$ cat src/rtl/quadrature_emitter.sv
// rtl/quadrature_emitter.sv - quadrature A/B Gray-code emitter driven by step commands
module quadrature_emitter #(
    parameter int COUNT_BITS = 8,
    parameter int DIV_BITS   = 16,
    parameter int POS_BITS   = 8
) (
    input  logic                  clk,
    input  logic                  rst_n,
    input  logic                  cmd_valid,
    output logic                  cmd_ready,
    input  logic                  cmd_dir,
    input  logic [COUNT_BITS-1:0] cmd_steps,
    input  logic [DIV_BITS-1:0]   cmd_dwell,
    input  logic                  abort,
    output logic                  a,
    output logic                  b,
    output logic                  busy,
    output logic                  done,
    output logic [POS_BITS-1:0]   position
);

    typedef enum logic [1:0] {
        S_IDLE = 2'd0,
        S_RUN  = 2'd1,
        S_FIN  = 2'd2
    } state_t;

    localparam logic [COUNT_BITS-1:0] C_ONE   = COUNT_BITS'(1);
    localparam logic [DIV_BITS-1:0]   D_ONE   = DIV_BITS'(1);
    localparam logic [POS_BITS-1:0]   P_ONE   = POS_BITS'(1);
    localparam logic [POS_BITS-1:0]   P_MINUS = '1;

    state_t                r_state;
    state_t                w_next_state;
    logic                  r_ready_en;
    logic                  r_dir;
    logic                  r_a;
    logic                  r_b;
    logic                  r_done;
    logic [COUNT_BITS-1:0] r_remaining;
    logic [DIV_BITS-1:0]   r_reload;
    logic [DIV_BITS-1:0]   r_timer;
    logic [POS_BITS-1:0]   r_position;
    logic                  w_accept;
    logic                  w_step;
    logic                  w_finish;
    logic [DIV_BITS-1:0]   w_dwell_m1;

    // A dwell of zero behaves like one, so the reload value saturates at zero.
    assign w_dwell_m1 = (cmd_dwell == '0) ? '0 : cmd_dwell - D_ONE;
    assign w_accept   = (r_state == S_IDLE) && r_ready_en && cmd_valid && !abort;

    always_comb begin
        w_next_state = r_state;
        w_step       = 1'b0;
        w_finish     = 1'b0;
        case (r_state)
            S_IDLE: begin
                if (w_accept) w_next_state = S_RUN;
            end
            S_RUN: begin
                if (abort) begin
                    w_next_state = S_IDLE;
                end else if (r_timer == '0) begin
                    if (r_remaining != '0) begin
                        w_step = 1'b1;
                    end else begin
                        w_finish     = 1'b1;
                        w_next_state = S_FIN;
                    end
                end
            end
            S_FIN:   w_next_state = S_IDLE;
            default: w_next_state = S_IDLE;
        endcase
    end

    always_ff @(posedge clk or negedge rst_n) begin
        if (!rst_n) r_state <= S_IDLE;
        else        r_state <= w_next_state;
    end

    always_ff @(posedge clk or negedge rst_n) begin
        if (!rst_n) begin
            r_ready_en  <= 1'b0;
            r_dir       <= 1'b0;
            r_a         <= 1'b0;
            r_b         <= 1'b0;
            r_done      <= 1'b0;
            r_remaining <= '0;
            r_reload    <= '0;
            r_timer     <= '0;
            r_position  <= '0;
        end else begin
            r_ready_en <= 1'b1;
            r_done     <= w_finish;
            if (w_accept) begin
                r_dir       <= cmd_dir;
                r_remaining <= cmd_steps;
                r_reload    <= w_dwell_m1;
                r_timer     <= w_dwell_m1;
            end else if (r_state == S_RUN && !abort) begin
                if (r_timer != '0) begin
                    r_timer <= r_timer - D_ONE;
                end else if (w_step) begin
                    // Up walks 00->10->11->01, down walks the reverse; one phase flips per step.
                    r_a         <= r_dir ? ~r_b : r_b;
                    r_b         <= r_dir ? r_a  : ~r_a;
                    r_position  <= r_position + (r_dir ? P_ONE : P_MINUS);
                    r_remaining <= r_remaining - C_ONE;
                    r_timer     <= r_reload;
                end
            end
        end
    end

    assign cmd_ready = (r_state == S_IDLE) && r_ready_en;
    assign busy      = (r_state != S_IDLE);
    assign a         = r_a;
    assign b         = r_b;
    assign done      = r_done;
    assign position  = r_position;

endmodule

$ cat config.mk
export PLATFORM = sky130hd
export DESIGN_NAME = quadrature_emitter
export DESIGN_NICKNAME = d
export VERILOG_FILES = /design/src/rtl/quadrature_emitter.sv
export SDC_FILE = /design/constraint.sdc
export NUM_CORES = 1
export LEC_CHECK = 0
export ABC_CLOCK_PERIOD_IN_PS = 3110
export BUFFER_PORTS_ARGS = -buffer_cell sky130_fd_sc_hd__buf_4
export CAP_MARGIN = 15
export CORE_AREA = 5 5 88 90
export CTS_BUF_LIST = sky130_fd_sc_hd__clkbuf_8
export CTS_CLUSTER_SIZE = 16
export DETAILED_ROUTE_END_ITERATION = 8
export DIE_AREA = 0 0 93 95
export HOLD_SLACK_MARGIN = 0.03
export PLACE_DENSITY = 0.71
export SYNTH_ARGS = -nofsm -noshare
export SYNTH_HDL_FRONTEND = slang
export SYNTH_SLANG_ARGS = --single-unit
$ cat constraint.sdc
create_clock -name clk -period 3.11 [get_ports clk]
set_input_delay 0.311 -clock clk [delete_from_list [all_inputs] [get_ports clk]]
set_output_delay 0.311 -clock clk [all_outputs]
set_load 0.02 [all_outputs]
==> results of run 1 <==
## state kept, by name (all words and copies together), names as in the netlist
register	cells
a	1
b	1
done	1
position	8
r_dir	1
r_ready_en	1
r_reload	16
r_remaining	8
r_state	2
r_timer	16
## area by class of cell
| class | count | area (um2) | area share, % |
|---|---|---|---|
| Tap cell | 82 | 102.6 | 2.640 |
| Inverter | 11 | 41.29 | 1.062 |
| Clock inverter | 2 | 35.03 | 0.9015 |
| Clock buffer | 6 | 82.58 | 2.125 |
| Multi-Input combinational cell | 292 | 1873 | 48.20 |
| Sequential cell | 55 | 1376 | 35.42 |
| Timing Repair Buffer | 50 | 375.4 | 9.659 |
## kinds of logic (layout without fill, tap and decap cells)
family          count (synthesis)  after routing  share of synthesized area [%]
compound gates                 96             96                          18.82
xor+xnor                       31             31                          8.088
fa+ha+maj                      12             12                          4.696
buf+inv                        28             69                          3.205
flops                          55             55                          41.00
mux                             4              4                          1.267
other cells                     1              1                         0.1117
simple gates                  148            148                          22.81
## metal layers
metal  up-vias  global-route usage (%)  share of wire (%)
met5         -                       0                  0
met4         0                   8.059                2.2
met3        14                   3.108                4.5
met2        69                   32.21                 48
met1      1361                   23.97                 45
li1       1418                       -                  -
## per-stage QoR
stage / hold slack (ns) / util, %
5_1_grt: 0.09557 / 55.66
3_5_place_dp: 0.4093 / 53.98
4_1_cts: 0.05649 / 55.66
6_report: 0.01854 / 55.66
3_3_place_gp: 0.4047 / 53.98
2_1_floorplan: 0.01541 / -
## final timing paths
| kind | startpoint | to | slack [ns] | depth (start not counted) |
|---|---|---|---|---|
| max in group asynchronous | rst_n | r_state[0] | 2.59 | 1 |
| worst max register to register | r_timer[7] | r_timer[5] | 0.56 | 7 |
| worst max-delay path | r_timer[7] | r_timer[5] | 0.56 | 7 |
| min in group clk | cmd_steps[4] | r_remaining[4] | 0.19 | 3 |
| worst min-delay path | rst_n | position[5] | 0.02 | 1 |
| worst min register to register | r_reload[1] | r_reload[1] | 0.48 | 2 |
## where the power goes
group / switching, mW / internal (mW) / total, mW
registers: 0.157 / 0.857 / 1.01
clock network: 0.239 / 0.261 / 0.500
logic: 0.272 / 0.260 / 0.532
total: 0.668 / 1.38 / 2.05
## Yosys cell counts (3+ instances only)
cell / count / area, um2
sky130_fd_sc_hd__o211ai_1: 5 / 37.54
sky130_fd_sc_hd__nor4_1: 7 / 43.79
sky130_fd_sc_hd__inv_1: 11 / 41.29
sky130_fd_sc_hd__o41ai_1: 3 / 26.28
sky130_fd_sc_hd__nand3_1: 12 / 60.06
sky130_fd_sc_hd__a21o_1: 10 / 75.07
sky130_fd_sc_hd__o31ai_1: 4 / 30.03
sky130_fd_sc_hd__nor2_1: 39 / 146.4
sky130_fd_sc_hd__xor2_1: 16 / 140.1
sky130_fd_sc_hd__xnor2_1: 15 / 131.4
sky130_fd_sc_hd__o21ai_0: 29 / 145.1
sky130_fd_sc_hd__clkbuf_1: 15 / 56.30
sky130_fd_sc_hd__ha_1: 11 / 137.6
sky130_fd_sc_hd__a31oi_1: 6 / 37.54
sky130_fd_sc_hd__nand2_1: 44 / 165.2
sky130_fd_sc_hd__o21ai_1: 6 / 30.03
sky130_fd_sc_hd__a21oi_1: 16 / 80.08
sky130_fd_sc_hd__dfrtp_1: 55 / 1376
sky130_fd_sc_hd__nor3_1: 17 / 85.08
sky130_fd_sc_hd__or3_1: 3 / 18.77
sky130_fd_sc_hd__nor3b_1: 3 / 22.52
==> impl.org, run 1 <==
** STA
- Setup violation total in the final timing report :: 0
- Final hold violation count :: 0
- After layout, the minimum clock period comes to approximately 2.5 ns.
- The worst pin sits at a relative slew slack of 52.71%.
- F_max :: about 390 MHz
- Unrepaired setup endpoints after global routing :: false
- Setup TNS :: 0 ns
- Count of pins over their slew limit :: 0
- Dividing the final minimum period by the clock period gives between 80% and 90%.
- Across all setup checks in the final design, the least slack found is 0.5621 ns.
- On the final layout, the worst clock skew is 0.01397 ns.
- Worst slew pin tran :: 0.7093 ns

** Critical path
- Among cell families on the critical path, the largest total delay comes from simple AND/OR/NAND/NOR gates.
- For this design, the slowest cell found on the critical path is sky130_fd_sc_hd__or4_1.
- In this run the worst path has a maximum fanout of 16.
- Ordered list of cells on the worst path :: or4_1, nor3_4, a31oi_1, nor2_1, inv_1, a31oi_1, o21ai_0
- CP max stage delay :: 0.69 ns
- Critical path type :: reg2reg
- The most numerous cell type found on the critical path is sky130_fd_sc_hd__a31oi_1.
- Data on the critical path arrives at its endpoint at between 2 and 3 ns.
- Kind of capture point of the worst setup path :: flop
- Required time of the critical path :: roughly 3.3 ns
- The worst setup path is launched from a flop.
- The number of buffers and inverters on the critical path is 1.

** Cells and area
- Layout cell share with drive strength beyond 1 :: between 10% and 20%
- For this run, the number of standard cells in the final layout without fillers is 498.
- The top cell types in the final layout, fill and taps aside, are sky130_fd_sc_hd__dfrtp_1 (55), sky130_fd_sc_hd__buf_4 (50), sky130_fd_sc_hd__nand2_1 (44), sky130_fd_sc_hd__nor2_1 (39), sky130_fd_sc_hd__o21ai_0 (29).
- Area overhead of the layout relative to synthesis :: 15.77%
- Leaving out fill and tap cells, the most frequent cell in the layout is sky130_fd_sc_hd__dfrtp_1.
- 0 antenna diodes ended up in the layout.
- Filler Cell Count :: ~660
- The finished cells cover roughly 3900 um2.
- Number of nets in the final layout :: approximately 460

** Pwr
- Power spread over the standard cell area amounts to 526.6 nW/um2.
- The worst-case IR drop observed on VDD is 0.0002126 V.
- Total chip power :: a little over 2 mW
- Static leakage :: approximately 1.7 nW

** Global routing
- Antenna violations before repair :: 0
- Entering global routing, the biggest net connects between 50 and 60 pins.
- GRT Overall Usage :: 18.97%
- Via count of the first global-routing pass :: ~2900
- The first global-routing pass estimated 13.30 mm of wire.
- GRT Residual Overflow :: 0

** Yosys
- Post-synth cell types :: 57
- Post-synth EDFFs :: 0
- Synthesis handed over a netlist of approximately 380 instances.
- Share of flip-flops with an asynchronous set or reset after synthesis :: 100.0%
- A synthesized cell averages 8.952 um2.
- In the synthesized netlist the dominant register cell turns out to be sky130_fd_sc_hd__dfrtp_1.
- Synthesis produced a netlist with a net count of 416.
- The mapped netlist covers roughly 3400 um2.
- Sequential cells were found to cover 41.00% of the synthesized design area.
- The Yosys step of the flow raised 0 warnings.
- Flops & latches, synth :: 55

** Drt
- Starting DRC count in detailed routing :: 125
- After detailed routing, the total wire length is between 7 and 8 mm.
- The detail route stage leaves a number of antenna-violating nets equal to 0.
- After detailed routing, the average wire length per cell comes to 15.79 um.
- Per-cell via count in the routed design :: 5.747
- The detailed router placed 2862 vias in this run.
- After detailed routing, the number of remaining DRC violations is 0.
- Length of the first detailed-routing pass in iterations :: 4

** Worst hold path
- The min-delay analysis places its worst path in the category in2async.

** Outcome
- Result of the run :: finished, final reports clean

** Clock network
- In this run, post-CTS repair resized a total of 0 instances.
- In this run, post-CTS hold repair placed 0 buffers.
- The number of clock buffers added by TritonCTS is 5.
- Maximum clock path buffer count :: 2
- After clock tree synthesis, the clock-pin slew on the worst setup and hold paths is 0.11 ns.
- TritonCTS sink count :: 55
- Clock root buffer master :: sky130_fd_sc_hd__clkbuf_8
- Post-CTS setup buffers :: 0
- Clock latency on the worst-skew pair, taken at its later pin, is 0.32 ns.
- TritonCTS built the clock tree.
- The H-tree generated during clock tree synthesis spans 2 levels.

** Die
- The die is 95 um tall.
- Core Rows :: 31
- The region available for standard cell placement spans about 7000 um2.
- Starting Density :: between 40 and 50%
- 42 I/O pins were placed.
- Die outline area :: 8835 um2
- The floorplan step set the die width to 93 um.

** Placement
- At the end of routability-driven placement, the weighted congestion stood at 0.8991.
- Prior to clock tree synthesis, the placed netlist has a worst setup slack of 0.5840 ns.
- Instance area at placement :: 3769 um2
- Placed Cells incl. Taps :: approximately 500
- Total of buffers placed on input and output ports :: 41
- Once detailed placement completed, the half-perimeter wirelength came to 5.793 mm.

** Flow run
- The tool flagged a number of max-cap violations equal to 0.
Power figures use the tool's default switching activity.
==> inputs of run 2 (changes only) <==
ABC_CLOCK_PERIOD_IN_PS = 2200   (was 3110)
PLACE_DENSITY = 0.73   (was 0.71)
clock period = 2.2 ns   (was 3.11 ns; I/O delays follow)
==> impl.org, run 2 (synthesis gave the netlist of run 1 again) <==
** Critical path
- Maximum fanout along the worst path :: 3 (-13)
- Among the stages of the critical path, the cell type that occurs most often is sky130_fd_sc_hd__a221o_1.
- The highest cell delay on the worst timing path came to 0.57 ns (-0.12 ns).
- Family with the most delay on the worst path :: simple AND/OR/NAND/NOR gates
- Setup slack of the worst register-to-register path :: 0.02 ns (-0.54 ns)
- Worst-case reg-to-reg path depth :: 6 (-1)
- In this run the critical register-to-register path is launched from r_timer[8].
- The slowest stage of the critical path is the sky130_fd_sc_hd__or4_4 cell.
- The number of buffers and inverters on the critical path was 0 (-1).
- Critical path type :: reg2reg
- Critical Path Start Type :: flop
- The worst setup path is captured at a flop.
- The endpoint required time on the critical path was 2.41 ns (-0.89 ns).
- Ordered list of cells on the worst path :: or4_4, or3_4, nor2_4, nor3_1, a221o_1, a221o_1
- The endpoint identified for the worst register-to-register timing path is r_timer[15].
- The arrival time at the worst endpoint came to 2.39 ns (-0.35 ns).

** Clock network
- Clock tree from TritonCTS :: done
- Clock root buffer master :: sky130_fd_sc_hd__clkbuf_8
- The number of clock buffers inserted by TritonCTS was 5 (unchanged).
- H-tree Lvls :: 2 (unchanged)
- The number of sinks handled by clock tree synthesis is 55 (unchanged).
- The clock insertion delay at the later pin of the skew report came to 0.32 ns (about the same).
- Maximum clock path buffer count :: 2 (unchanged)
- The clock transition time at the flip-flop clock pins of the worst setup and hold paths came to 0.11 ns (about the same).

** Die
- The number of top-level design ports is 42 (unchanged).
- Die boundary width :: 93 um (unchanged)
- The die area is 8835 um2 (unchanged).
- Area of the core :: 6982 um2 (unchanged)
- Starting Density :: 48.08% (unchanged)
- Die Y :: 95 um (unchanged)
- Core Rows :: 31 (unchanged)

** Pwr
- Switching power of the nets :: 1.001 mW (+50%)
- The areal power density over the cells came to 701.8 nW/um2 (+33%).
- Pint :: 1.918 mW (+39%)
- The sequential share of power is 47.9% (-1.7 points).
- Worst IR drop on VDD :: 0.0002712 V (+28%)
- The switching portion of total power is 34.31% (+1.7 points).
- Share of total power in the clock network :: 19.6% (-4.8 points)
- Static leakage :: 1.867 nW (+8.7%)
- Part of the power in combinational logic :: 32.6% (+6.6 points)

** Cells and area
- Filler Cell Count :: 610 (-8.1%)
- Relative to the synthesized area, the layout overhead comes to 23.89%.
- Utilization after layout :: 59.57% (+3.9 points)
- The proportion of layout cells with a drive suffix above 1 was 25.11% (+7.8 points).
- Number of antenna repair diodes :: 0 (unchanged)
- The net count of the finished layout came to 486 (+6.6%).
- Combined flip-flop and latch cell area :: 1376 um2 (unchanged)
- Combined area of the multi-input logic cells :: 1928 um2 (+2.9%)
- Most used cells in the layout excluding fill and tap cells :: sky130_fd_sc_hd__buf_4 (76), sky130_fd_sc_hd__dfrtp_1 (55), sky130_fd_sc_hd__nand2_1 (44), sky130_fd_sc_hd__nor2_1 (38), sky130_fd_sc_hd__o21ai_0 (29)
- Leaving out fill and tap cells, the most frequent cell in the layout is sky130_fd_sc_hd__buf_4.
- The largest registers in the layout are r_reload x16, r_timer x16.
- The number of cells in the finished layout apart from fillers came to 528 (+6.0%).

** Worst hold path
- Along the worst hold path, the cell count comes to 3.
- The worst hold path terminates at r_remaining[3].
- Worst min-delay path class :: in2reg
- Worst min-delay path startpoint :: cmd_steps[3]

** Drt
- The routed length on met3 was 497 um (+39%).
- Detailed-routing wirelength on met1 :: 3.644 mm (+2.5%)
- The number of routed nets with antenna violations is 0 (unchanged).
- Highest metal layer with signal wires :: met4
- The post-detailed-routing wire length came to 8.292 mm (+5.5%).
- Per-cell via count in the routed design :: 5.767 (+0.35%)
- Length of the first detailed-routing pass in iterations :: 4 (unchanged)
- The number of DRC violations after detailed routing is 0 (unchanged).
- Routed len/inst :: 15.70 um (-0.51%)
- Vias post-DR :: 3045 (+6.4%)
- Starting DRC count in detailed routing :: 192 (+54%)
- The routed wire length on met2 is 3.922 mm (+3.8%).

** Placement
- Total of buffers placed on input and output ports :: 41 (unchanged)
- Placed Cells incl. Taps :: 517 (+5.5%)
- Final Wtd Congestion :: 0.9281 (+3.2%)
- The estimated wirelength of the detail-placed design was 6.177 mm (+6.6%).
- Worst slack after detailed placement :: -0.02873 ns (-0.6127 ns)

** STA
- The worst relative slew slack was 53.48% (+0.77 points).
- Worst slew pin tran :: 0.6978 ns (-0.01155 ns)
- Setup repair after global routing could not meet its margin everywhere.
- The upper clock frequency limit is 458.8 MHz (+17%).
- Count of pins over their slew limit :: 0 (unchanged)
- The total count of hold-check failures in the final report came to 0 (unchanged).
- Setup Skew :: 0.009718 ns (-0.004249 ns)
- The final worst slack came to 0.02062 ns (-0.5414 ns).
- The final critical path time including I/O delays and setup was 2.179 ns (-0.3686 ns).
- Portion of the clock cycle consumed by the worst path in the final layout :: 99.06% (+17 points)
- The count of final setup violators was 0 (unchanged).

** Global routing
- First-pass GRT wire length :: 14.15 mm (+6.4%)
- The initial antenna violation count came to 0 (unchanged).
- The pin count of the biggest net entering global routing came to 56 (unchanged).
- GRT Overall Usage :: 20.13% (+1.2 points)
- GRT Residual Overflow :: 0 (unchanged)
- The via count of the first global-routing pass is 2985 (+3.7%).

** Outcome
- Result of the run :: finished, final reports clean

** Flow run
- Max-cap violations :: 0 (unchanged)
[run 2: changes by cell type in the layout (fill, tap and decap cells not counted), sizes merged]
| cell | before | now |
|---|---|---|
| inv | 11 | 12 |
| bufinv | 1 | 0 |
| clkbuf | 6 | 5 |
| clkinv | 1 | 2 |
| dlygate4sd3 | 0 | 1 |
| buf | 50 | 79 |
[run 2: area by class of cell]
| type | instances | share of cell area [%] |
|---|---|---|
| multi-input combinational | 292 | 46.36 |
| sequential | 55 | 33.09 |
| timing repair buffer | 80 | 14.98 |
| tap | 82 | 2.467 |
| clock buffer | 5 | 1.655 |
| inverter | 11 | 0.9928 |
| clock inverter | 3 | 0.4513 |
[run 2: through the flow]
step	area, um2	setup TNS, ns	total power, mW	hold slack [ns]
global placement	3989	0	2.283	0.3141
detailed placement	3989	-0.06592	2.313	0.3144
floorplan	3363	-0.4345	1.967	-0.07559
global route	4159	-0.1403	3.121	0.1015
finish	4159	0	2.919	0.1079
CTS	4090	0	2.899	0.09846
[run 2: how the worst max path moves through the flow]
stage               startpoint              to  cells after the start
floorplan           r_timer[7]     r_timer[15]                      7
global route        r_timer[8]  r_remaining[6]                      7
detailed placement  r_timer[7]     position[7]                      7
CTS                 r_timer[7]     position[7]                      7
global placement    r_timer[7]     r_timer[14]                      6
finish              r_timer[8]     r_timer[15]                      6
[run 2: timing repair]
item                                   4_1_cts  5_1_grt
pin swaps                                    0        3
buffers inserted                             0        2
resized for setup                            1       11
hold buffers                                 1        0
setup endpoints to repair                    5       11
endpoints found under the hold margin       55        0
[run 2: worst min-delay path, delay by kind of cell]
family                 cells  cell delay [ns]
and+or+nand+nor            1             0.03
AOI/OAI and AO/OA          1             0.05
buffers and inverters      1             0.07
[run 2: power by group through the flow]
stage	Combinational, mW	Sequential [mW]	Clock, mW
floorplan	0.585	1.38	0
global placement	0.884	1.40	0
detailed placement	0.907	1.41	0
CTS	0.917	1.39	0.593
global route	1.06	1.42	0.640
finish	0.951	1.40	0.572
[run 2: routing by layer]
metal / vias up / global-route usage [%]
li1: 1486 / -
met1: 1435 / 25.38
met2: 105 / 34.13
met3: 19 / 3.108
met4: 0 / 9.158
met5: - / 0
